## src/rtl/mul8_seq_ctrl.sv

```systemverilog
// 8x8 unsigned multiply built by sequencing one 4x4 array multiplier over four nibble pairs.
// Optional macro MUL8_SIGNED_EN adds an is_signed input for two's complement operands.

module array_multiplier (
  input  logic [3:0] x,
  input  logic [3:0] y,
  output logic [7:0] product
);
  assign product = {4'h0, x} * {4'h0, y};
endmodule

module mul8_seq_ctrl #(
  parameter bit EARLY_ZERO = 1'b1
) (
  input  logic        clk,
  input  logic        rst_n,
  input  logic        in_valid,
  output logic        in_ready,
  input  logic [7:0]  a,
  input  logic [7:0]  b,
`ifdef MUL8_SIGNED_EN
  input  logic        is_signed,
`endif
  output logic        out_valid,
  input  logic        out_ready,
  output logic [15:0] product,
  output logic        busy
);

  typedef enum logic [1:0] {StIdle, StMul, StDone} state_e;

  state_e      state_q, state_d;
  logic [1:0]  step_q, step_d;
  logic [15:0] acc_q, acc_d;
  logic [7:0]  opa_q, opa_d, opb_q, opb_d;
  logic [7:0]  mag_a, mag_b;
  logic [3:0]  mul_x, mul_y;
  logic [7:0]  pp;
  logic [15:0] pp_ext, pp_sh;
  logic        accept, zero_op;

  assign accept  = (state_q == StIdle) && in_valid;
  assign zero_op = EARLY_ZERO && ((a == 8'h00) || (b == 8'h00));

`ifdef MUL8_SIGNED_EN
  logic neg_q, neg_d;

  // |-128| is 128, which still fits the 8-bit unsigned magnitude.
  assign mag_a = (is_signed && a[7]) ? (~a + 8'd1) : a;
  assign mag_b = (is_signed && b[7]) ? (~b + 8'd1) : b;
  assign neg_d = accept ? (is_signed & (a[7] ^ b[7])) : neg_q;

  always_ff @(posedge clk or negedge rst_n) begin
    if (!rst_n) neg_q <= 1'b0;
    else        neg_q <= neg_d;
  end
`else
  assign mag_a = a;
  assign mag_b = b;
`endif

  assign mul_x = step_q[0] ? opa_q[7:4] : opa_q[3:0];
  assign mul_y = step_q[1] ? opb_q[7:4] : opb_q[3:0];

  array_multiplier u_array_multiplier (
    .x       (mul_x),
    .y       (mul_y),
    .product (pp)
  );

  assign pp_ext = {8'h00, pp};

  always_comb begin
    pp_sh = pp_ext;
    unique case (step_q)
      2'd0:    pp_sh = pp_ext;
      2'd1,
      2'd2:    pp_sh = pp_ext << 4;
      default: pp_sh = pp_ext << 8;
    endcase
  end

  // State register.
  always_ff @(posedge clk or negedge rst_n) begin
    if (!rst_n) state_q <= StIdle;
    else        state_q <= state_d;
  end

  // Next-state logic.
  always_comb begin
    state_d = state_q;
    unique case (state_q)
      StIdle:  if (in_valid) state_d = StMul;
      StMul:   if (step_q == 2'd3) state_d = StDone;
      StDone:  if (out_ready) state_d = StIdle;
      default: state_d = StIdle;
    endcase
  end

  // Outputs.
  always_comb begin
    in_ready  = (state_q == StIdle);
    out_valid = (state_q == StDone);
    busy      = (state_q != StIdle);
`ifdef MUL8_SIGNED_EN
    product   = neg_q ? (~acc_q + 16'd1) : acc_q;
`else
    product   = acc_q;
`endif
  end

  // Zero bypass jumps straight to the last step: with a zero operand its partial product
  // is zero, so a single MUL cycle finishes the operation.
  always_comb begin
    step_d = step_q;
    acc_d  = acc_q;
    opa_d  = opa_q;
    opb_d  = opb_q;
    if (accept) begin
      opa_d  = mag_a;
      opb_d  = mag_b;
      acc_d  = 16'h0000;
      step_d = zero_op ? 2'd3 : 2'd0;
    end else if (state_q == StMul) begin
      acc_d  = acc_q + pp_sh;
      step_d = step_q + 2'd1;
    end
  end

  always_ff @(posedge clk or negedge rst_n) begin
    if (!rst_n) begin
      step_q <= 2'd0;
      acc_q  <= 16'h0000;
      opa_q  <= 8'h00;
      opb_q  <= 8'h00;
    end else begin
      step_q <= step_d;
      acc_q  <= acc_d;
      opa_q  <= opa_d;
      opb_q  <= opb_d;
    end
  end

endmodule

```

## config.mk

```make
export PLATFORM = sky130hd
export DESIGN_NAME = mul8_seq_ctrl
export DESIGN_NICKNAME = d
export VERILOG_FILES = /design/src/rtl/mul8_seq_ctrl.sv
export SDC_FILE = /design/constraint.sdc
export NUM_CORES = 1
export LEC_CHECK = 0
export ABC_AREA = 1
export CAP_MARGIN = 0
export CELL_PAD_IN_SITES_DETAIL_PLACEMENT = 1
export CELL_PAD_IN_SITES_GLOBAL_PLACEMENT = 1
export CORE_MARGIN = 8
export CORE_UTILIZATION = 52
export CTS_BUF_LIST = sky130_fd_sc_hd__clkbuf_8
export CTS_CLUSTER_SIZE = 25
export DETAILED_ROUTE_END_ITERATION = 10
export DONT_BUFFER_PORTS = 1
export PLACE_DENSITY_LB_ADDON = 0.1
export SLEW_MARGIN = 5
export SYNTH_ARGS = -nofsm -noshare
export SYNTH_HDL_FRONTEND = slang
export SYNTH_SLANG_ARGS = --single-unit
export TNS_END_PERCENT = 50
```

## constraint.sdc

```tcl
create_clock -name clk -period 7 [get_ports clk]
set_clock_uncertainty 0.05 [all_clocks]
set_input_delay 1.4 -clock clk [delete_from_list [all_inputs] [get_ports clk]]
set_output_delay 1.4 -clock clk [all_outputs]
set_load 0.005 [all_outputs]
```

==> results of run 1 <==
## per-stage QoR
| stage | total power (uW) | instances | worst slack [ns] | instance area [um2] | utilization, % |
|---|---|---|---|---|---|
| floorplan | 1260 | 389 | 2.69 | 2870 | - |
| global placement | 1500 | 454 | 2.44 | 2920 | 54.1 |
| detailed placement | 1550 | 454 | 2.29 | 2920 | 54.1 |
| CTS | 1720 | 462 | 2.26 | 3010 | 55.7 |
| global route | 1890 | 462 | 1.96 | 3010 | 55.7 |
| finish | 1710 | 462 | 2.25 | 3010 | 55.7 |
## routing by layer
metal / up-vias / GRT usage [%] / share of wire (%)
met5: - / 0 / 0
met4: 0 / 9.43 / 2.9
met3: 19 / 4.24 / 3.4
met2: 63 / 37.4 / 52
met1: 1237 / 21.2 / 42
li1: 1284 / - / -
## cell type report
cell class,count,area (um2),share of cell area (%)
clock buffer,5,68.8,2.29
tap,72,90.1,2.99
clock inverter,3,18.8,0.623
multi-input combinational,296,1750,58.0
inverter,50,188,6.23
sequential,36,901,29.9
## critical path: stages (launching register included)
cell	delay, ns
dfrtp_1	0.54
mux2i_1	0.21
or2_2	0.34
fa_1	0.54
inv_1	0.06
fa_1	0.58
inv_1	0.07
fa_1	0.44
o21ai_0	0.22
xnor2_1	0.21
o22ai_1	0.13
ha_1	0.37
a21oi_1	0.27
o21ai_0	0.18
a21oi_1	0.15
nand2_1	0.08
inv_1	0.06
nand2_1	0.05
nand3_1	0.06
nand2_1	0.06
## sequential cells by signal (all words and copies together), names as in the netlist
signal,flops
product,16
opb_q,8
opa_q,8
step_q,2
state_q,2
## report_power, final
part	switching [uW]	total [uW]	internal, uW
logic	759	1160	400
registers	93.7	398	304
clock network	84.8	154	69.5
## cells in the mapped netlist, types with 2 or more instances
cell,instances
buf_2,3
a21oi_1,19
o21ai_0,27
mux2i_1,8
a31oi_1,2
inv_1,49
o22ai_1,9
nand2_2,2
dfrtp_1,36
ha_1,30
nor2_1,38
a21o_1,3
a22o_1,2
nand2_1,98
o21ai_1,9
nand3_1,18
fa_1,5
clkbuf_1,3
xor2_1,2
nand4_1,7
or2_2,4
nor2_2,3
## path summary, 6_finish.rpt
path	endpoint	cells after the start
max in group asynchronous	product[6]$_DFFE_PN0P_	0
setup / recovery	product[15]$_DFFE_PN0P_	19
setup reg to reg	product[15]$_DFFE_PN0P_	19
hold / removal	opb_q[7]$_DFFE_PN0P_	2
hold reg to reg	opb_q[7]$_DFFE_PN0P_	2
min in group asynchronous	product[7]$_DFFE_PN0P_	0
## kinds of logic (layout without fill, tap and decap cells)
group,count (synthesis),in the layout,synth area share [%]
AOI/OAI and AO/OA,76,76,14.9
buffers and inverters,57,58,7.84
muxes,8,8,2.79
adders and majority gates,35,35,16.6
xor gates and xnor gates,3,3,0.915
and+or+nand+nor,174,174,25.6
DFF,36,36,31.4
==> impl_metrics.csv, run 1 <==
group,metric,value,unit
placement,final_wtd_congestion,0.935,
floorplanning,die_width,90.3,um
cells_and_area,num-nets-final,444,
synthesis,synth_cell_types,34,
global_route,grt_pass1_wl,13.4,mm
placement,io_buffer_count,0,
global_route,first_global_vias,2843,
flow_run,drv.max_cap_violation_count,0,
clock_network,insertion_delay,0.30,ns
routing,drt-initial-drc-count,76,
synthesis,seq_area_frac_synth,31.4,%
synthesis,syn_nets,444,
floorplanning,starting_density_of_the_core,53.1,%
global_route,total_routing_resource_utilization_after_global_routing,20.2,%
synthesis,synth.yosys.warnings,0,
clock_network,cts.htree.levels,2,
synthesis,synth_edf_count,0,
routing,drt_first_pass_iters,4,
setup_path,start_kind,"register",
global_route,antenna_violations_before_repair,0,
setup_path,critPathArrivalTime,4.90,ns
power_and_ir_drop,pwr_density_cell,568,mW/mm2
synthesis,mean_syn_cell_area,7.38,um2
cells_and_area,fraction_of_layout_instances_using_a_drive_strength_above_1,5.64,%
sta,fin_tns_setup,0,ns
sta,worst_slew_margin_rel,50.1,%
sta,setup_repair_after_global_routing_missed_its_margin,"false",
clock_network,clock-root-buffer,"clkbuf_8",
routing,post_drt_via_cell_ratio,5.63,
clock_network,cts_num_sinks,36,
clock_network,post_cts_resize_count,0,
routing,drt_wl_total,7.76,mm
synthesis,synth-async-reset-ratio,100,%
sta,slew_viols_final,0,
synthesis,post-synth-top-area-fraction,31.4,%
sta,period_minus_slack,4.75,ns
power_and_ir_drop,leakage,0.00162,uW
floorplanning,die_area,0.00816,mm2
setup_path,critical_path_origin,"step_q[1]$_DFFE_PN0P_",
routing,detail-route-antenna-nets,0,
sta,layout_worst_path_cycle_share,67.9,%
worst_hold_path,worst_hold_path_type,"register to register",
setup_path,worstPathRequired,7.14,ns
synthesis,post_synth_main_area_contributors,"dfrtp_1 (31%), ha_1 (13%), nand2_1 (13%)",
clock_network,numCtsBuffers,5,
worst_hold_path,hp-start,"opb_q[7]$_DFFE_PN0P_",
synthesis,synth_flop_cell,"dfrtp_1",
setup_path,rrSetupSlack,2.25,ns
cells_and_area,synthToLayoutAreaGrowth,4.88,%
setup_path,endpoint_kind,"register",
setup_path,reg2reg_from,"step_q[1]$_DFFE_PN0P_",
clock_network,cts_tree,"yes",
clock_network,clkTransAtPathRegs,0.08,ns
cells_and_area,layout_common_cells,"nand2_1 (98), inv_1 (49), nor2_1 (38)",
power_and_ir_drop,peakVddDrop,0.226,mV
routing,post_drt_wl_per_cell,16.8,um
sta,fmaxAchievable,210,MHz
sta,hold_ws,0.459,ns
global_route,global_route.overflow_total,0,
global_route,maximum_number_of_pins_on_one_net_before_global_route_repair,37,
setup_path,timing.setup.critical_path_class,"register to register",
cells_and_area,fillers,704,
setup_path,worst-path-max-fanout,8,
placement,dp.final_hpwl,6.23,mm
floorplanning,fp-row-count,27,
floorplanning,vert_die_dim,90.3,um
synthesis,yosys_register_bits,36,
clock_network,post_cts.repair.setup_buffers,0,
clock_network,holdBufCountCts,0,
cells_and_area,antenna_cells_inserted,0,
routing,total_via_count_in_the_routed_design,2603,
sta,hold_viol_final,0,
synthesis,postSynthCellCount,389,
floorplanning,number_of_i_o_pins,39,
sta,worst-slew-pin-transition,0.747,ns
clock_network,cts.path.max_buffers,2,
floorplanning,floorplan.core_area,0.00541,mm2
synthesis,netlist.top_cell.by_area,"dfrtp_1",
synthesis,syn-cell-area,0.00287,mm2
routing,detail_route.drc_violations,0,
sta,setup-violations-final,0,
cells_and_area,layout_commonest_cell,"nand2_1",
status,run_status,"finished, final reports clean",
(Power assumes the default switching activity.)
==> run 2: changes to the inputs <==
CORE_UTILIZATION = 44   (was 52)
clock period = 4 ns   (was 7 ns; I/O delays follow)
==> run 2 against run 1 <==
Net effect: register-to-register slack got worse by 2.6 ns; cell count rose by 12%; via count rose by 10%; routed wire length rose by 22%; utilization rose by 1.9 points; clock-buffer cell count did not move; non-clock buffer count rose by 50; critical path type unchanged; global-route usage fell by 0.90 points; first-iteration DRC count rose by 21%; die area rose by 15%; the run now ends with setup timing left; worst hold slack got worse by 0.33 ns.
==> impl_metrics.csv, run 2 (same netlist as run 1, synthesis figures left out) <==
group,metric,value,unit
setup_path,endpoint_kind,"register",
cells_and_area,synthToLayoutAreaGrowth,27.5,%
setup_path,worstPathCellList,"mux2i_2, or2_4, fa_1, inv_2, fa_2, ha_2, nand2_1, nor2_1, nand2_1, nand3_2, nand2_1, nand2_2, inv_2, o22ai_1, ha_1, nand2_1, nand2_1, a21oi_1, o21bai_1, nor2_2, nand3_1, nand2_1, o21ai_1",
placement,post_dp_cell_area,0.00323,mm2
floorplanning,vert_die_dim,96.8,um
global_route,maximum_number_of_pins_on_one_net_before_global_route_repair,37,
sta,slew_viols_final,0,
flow_run,drv.max_cap_violation_count,0,
global_route,met2_usage_in_global_routing,31.9,%
global_route,grt-busiest-layer,"met2",
setup_path,timing.setup.critical_path_class,"register to register",
global_route,grt_pass1_wl,15.2,mm
global_route,global_route.overflow_total,0,
sta,period_minus_slack,4.32,ns
cells_and_area,core_utilization_of_the_finished_layout,57.7,%
cells_and_area,antenna_cells_inserted,0,
global_route,met1_demand_to_capacity_share_in_global_routing,25.2,%
global_route,antenna_violations_before_repair,0,
cells_and_area,layout_commonest_cell,"nand2_1",
placement,dp.final_hpwl,6.64,mm
sta,setup_repair_after_global_routing_missed_its_margin,"true",
setup_path,worst_path_most_repeated_cell,"nand2_1",
routing,detail-route-antenna-nets,0,
routing,drt_wl_total,9.49,mm
setup_path,critical_path.max_stage_delay,0.55,ns
setup_path,crit_buf_inv,2,
global_route,total_routing_resource_utilization_after_global_routing,19.3,%
cells_and_area,layout_common_cells,"nand2_1 (91), buf_4 (50), inv_1 (47)",
sta,setup_ws,-0.321,ns
setup_path,critical_path_origin,"step_q[1]$_DFFE_PN0P_",
routing,post_drt_wl_per_cell,18.3,um
sta,worst_slew_margin_rel,41.9,%
global_route,global_route.usage.met3,3.63,%
worst_hold_path,worst_hold_path_type,"input pin to async pin",
setup_path,crit_path_top_delay_cell,"fa_1",
clock_network,holdBufCountCts,0,
sta,fmaxAchievable,231,MHz
clock_network,cts.htree.levels,2,
floorplanning,starting_density_of_the_core,45.2,%
setup_path,top_family_by_delay_on_critical_path,"adder cells",
sta,hold_viol_final,0,
sta,worst-slew-pin-transition,0.871,ns
floorplanning,fp-row-count,29,
setup_path,worstPathRequired,4.14,ns
floorplanning,die_width,96.8,um
clock_network,numCtsBuffers,5,
placement,numPlacedInstances,496,
setup_path,reg2reg_from,"step_q[1]$_DFFE_PN0P_",
clock_network,insertion_delay,0.31,ns
placement,final_wtd_congestion,0.841,
clock_network,cts.path.max_buffers,2,
floorplanning,number_of_i_o_pins,39,
global_route,first_global_vias,2972,
cells_and_area,largest_register_ff_count,16,
routing,total_via_count_in_the_routed_design,2872,
routing,post_drt_via_cell_ratio,5.56,
routing,drt-initial-drc-count,92,
cells_and_area,num-nets-final,494,
clock_network,cts_tree,"yes",
cells_and_area,fraction_of_layout_instances_using_a_drive_strength_above_1,27.7,%
placement,io_buffer_count,0,
sta,layout_worst_path_cycle_share,108,%
floorplanning,die_area,0.00937,mm2
status,failed_checks,"setup timing",
setup_path,critPathArrivalTime,4.46,ns
status,run_status,"finished with violations",
sta,setup-violations-final,11,
cells_and_area,final_cell_count_no_fill,517,
routing,drt_first_pass_iters,4,
clock_network,clock-root-buffer,"clkbuf_8",
routing,detail_route.drc_violations,0,
floorplanning,floorplan.core_area,0.00635,mm2
setup_path,worst-path-max-fanout,4,
clock_network,cts_num_sinks,36,
cells_and_area,postLayoutCellArea,0.00366,mm2
setup_path,start_kind,"register",
clock_network,clkTransAtPathRegs,0.09,ns
## run 2: cell types whose count changed in the layout (fill, tap and decap cells not counted), moves of 5 or more
| cell | before | now |
|---|---|---|
| ha_1 | 30 | 23 |
| a21oi_2 | 1 | 8 |
| nor2_1 | 38 | 33 |
| a21oi_1 | 19 | 10 |
| nand2_1 | 98 | 91 |
| nand2_2 | 2 | 8 |
| buf_4 | 0 | 50 |
## run 2: through the flow
step / hold WS (ns) / TNS, ns / setup WS (ns)
4_1_cts: 0.124 / -1.88 / -0.240
6_report: 0.126 / -2.68 / -0.321
2_1_floorplan: 0.402 / -0.0714 / -0.0341
5_1_grt: 0.118 / -5.33 / -0.605
3_5_place_dp: 0.425 / -3.22 / -0.430
3_3_place_gp: 0.423 / -2.23 / -0.333
## run 2: worst paths after layout
path | depth (start not counted) | slack [ns] | end
setup reg to reg | 23 | -0.32 | product[14]$_DFFE_PN0P_
setup / recovery | 23 | -0.32 | product[14]$_DFFE_PN0P_
max in group asynchronous | 0 | 3.69 | product[14]$_DFFE_PN0P_
hold reg to reg | 2 | 0.45 | opa_q[7]$_DFFE_PN0P_
min in group clk | 2 | 0.45 | opa_q[7]$_DFFE_PN0P_
hold / removal | 0 | 0.13 | step_q[1]$_DFFE_PN0P_
## run 2: routing by layer
metal / part of all wire [%] / routed length [um]
met1: 46 / 4380
met2: 49 / 4610
met3: 3.9 / 368
met4: 1.4 / 129
met5: 0 / 0
## run 2: area by class of cell
| cell class | count | area (um2) |
|---|---|---|
| Sequential cell | 36 | 903 |
| Timing Repair Buffer | 50 | 375 |
| Clock inverter | 3 | 46.3 |
| Fill cell | 788 | 2690 |
| Multi-Input combinational cell | 296 | 1980 |
| Clock buffer | 5 | 68.8 |
| Tap cell | 77 | 96.3 |
| Inverter | 50 | 188 |
## run 2: timing repair
action                                  CTS  global route
gates resized for setup                  24            30
endpoints found under the setup margin   11            12
pin swaps                                11            16
setup buffers                             5             8
hold endpoints to repair                  0             0
Power of run 2 is left out: the tool's default activity adds up to more than one toggle a clock period on the data nets, which glitch-free logic cannot reach.
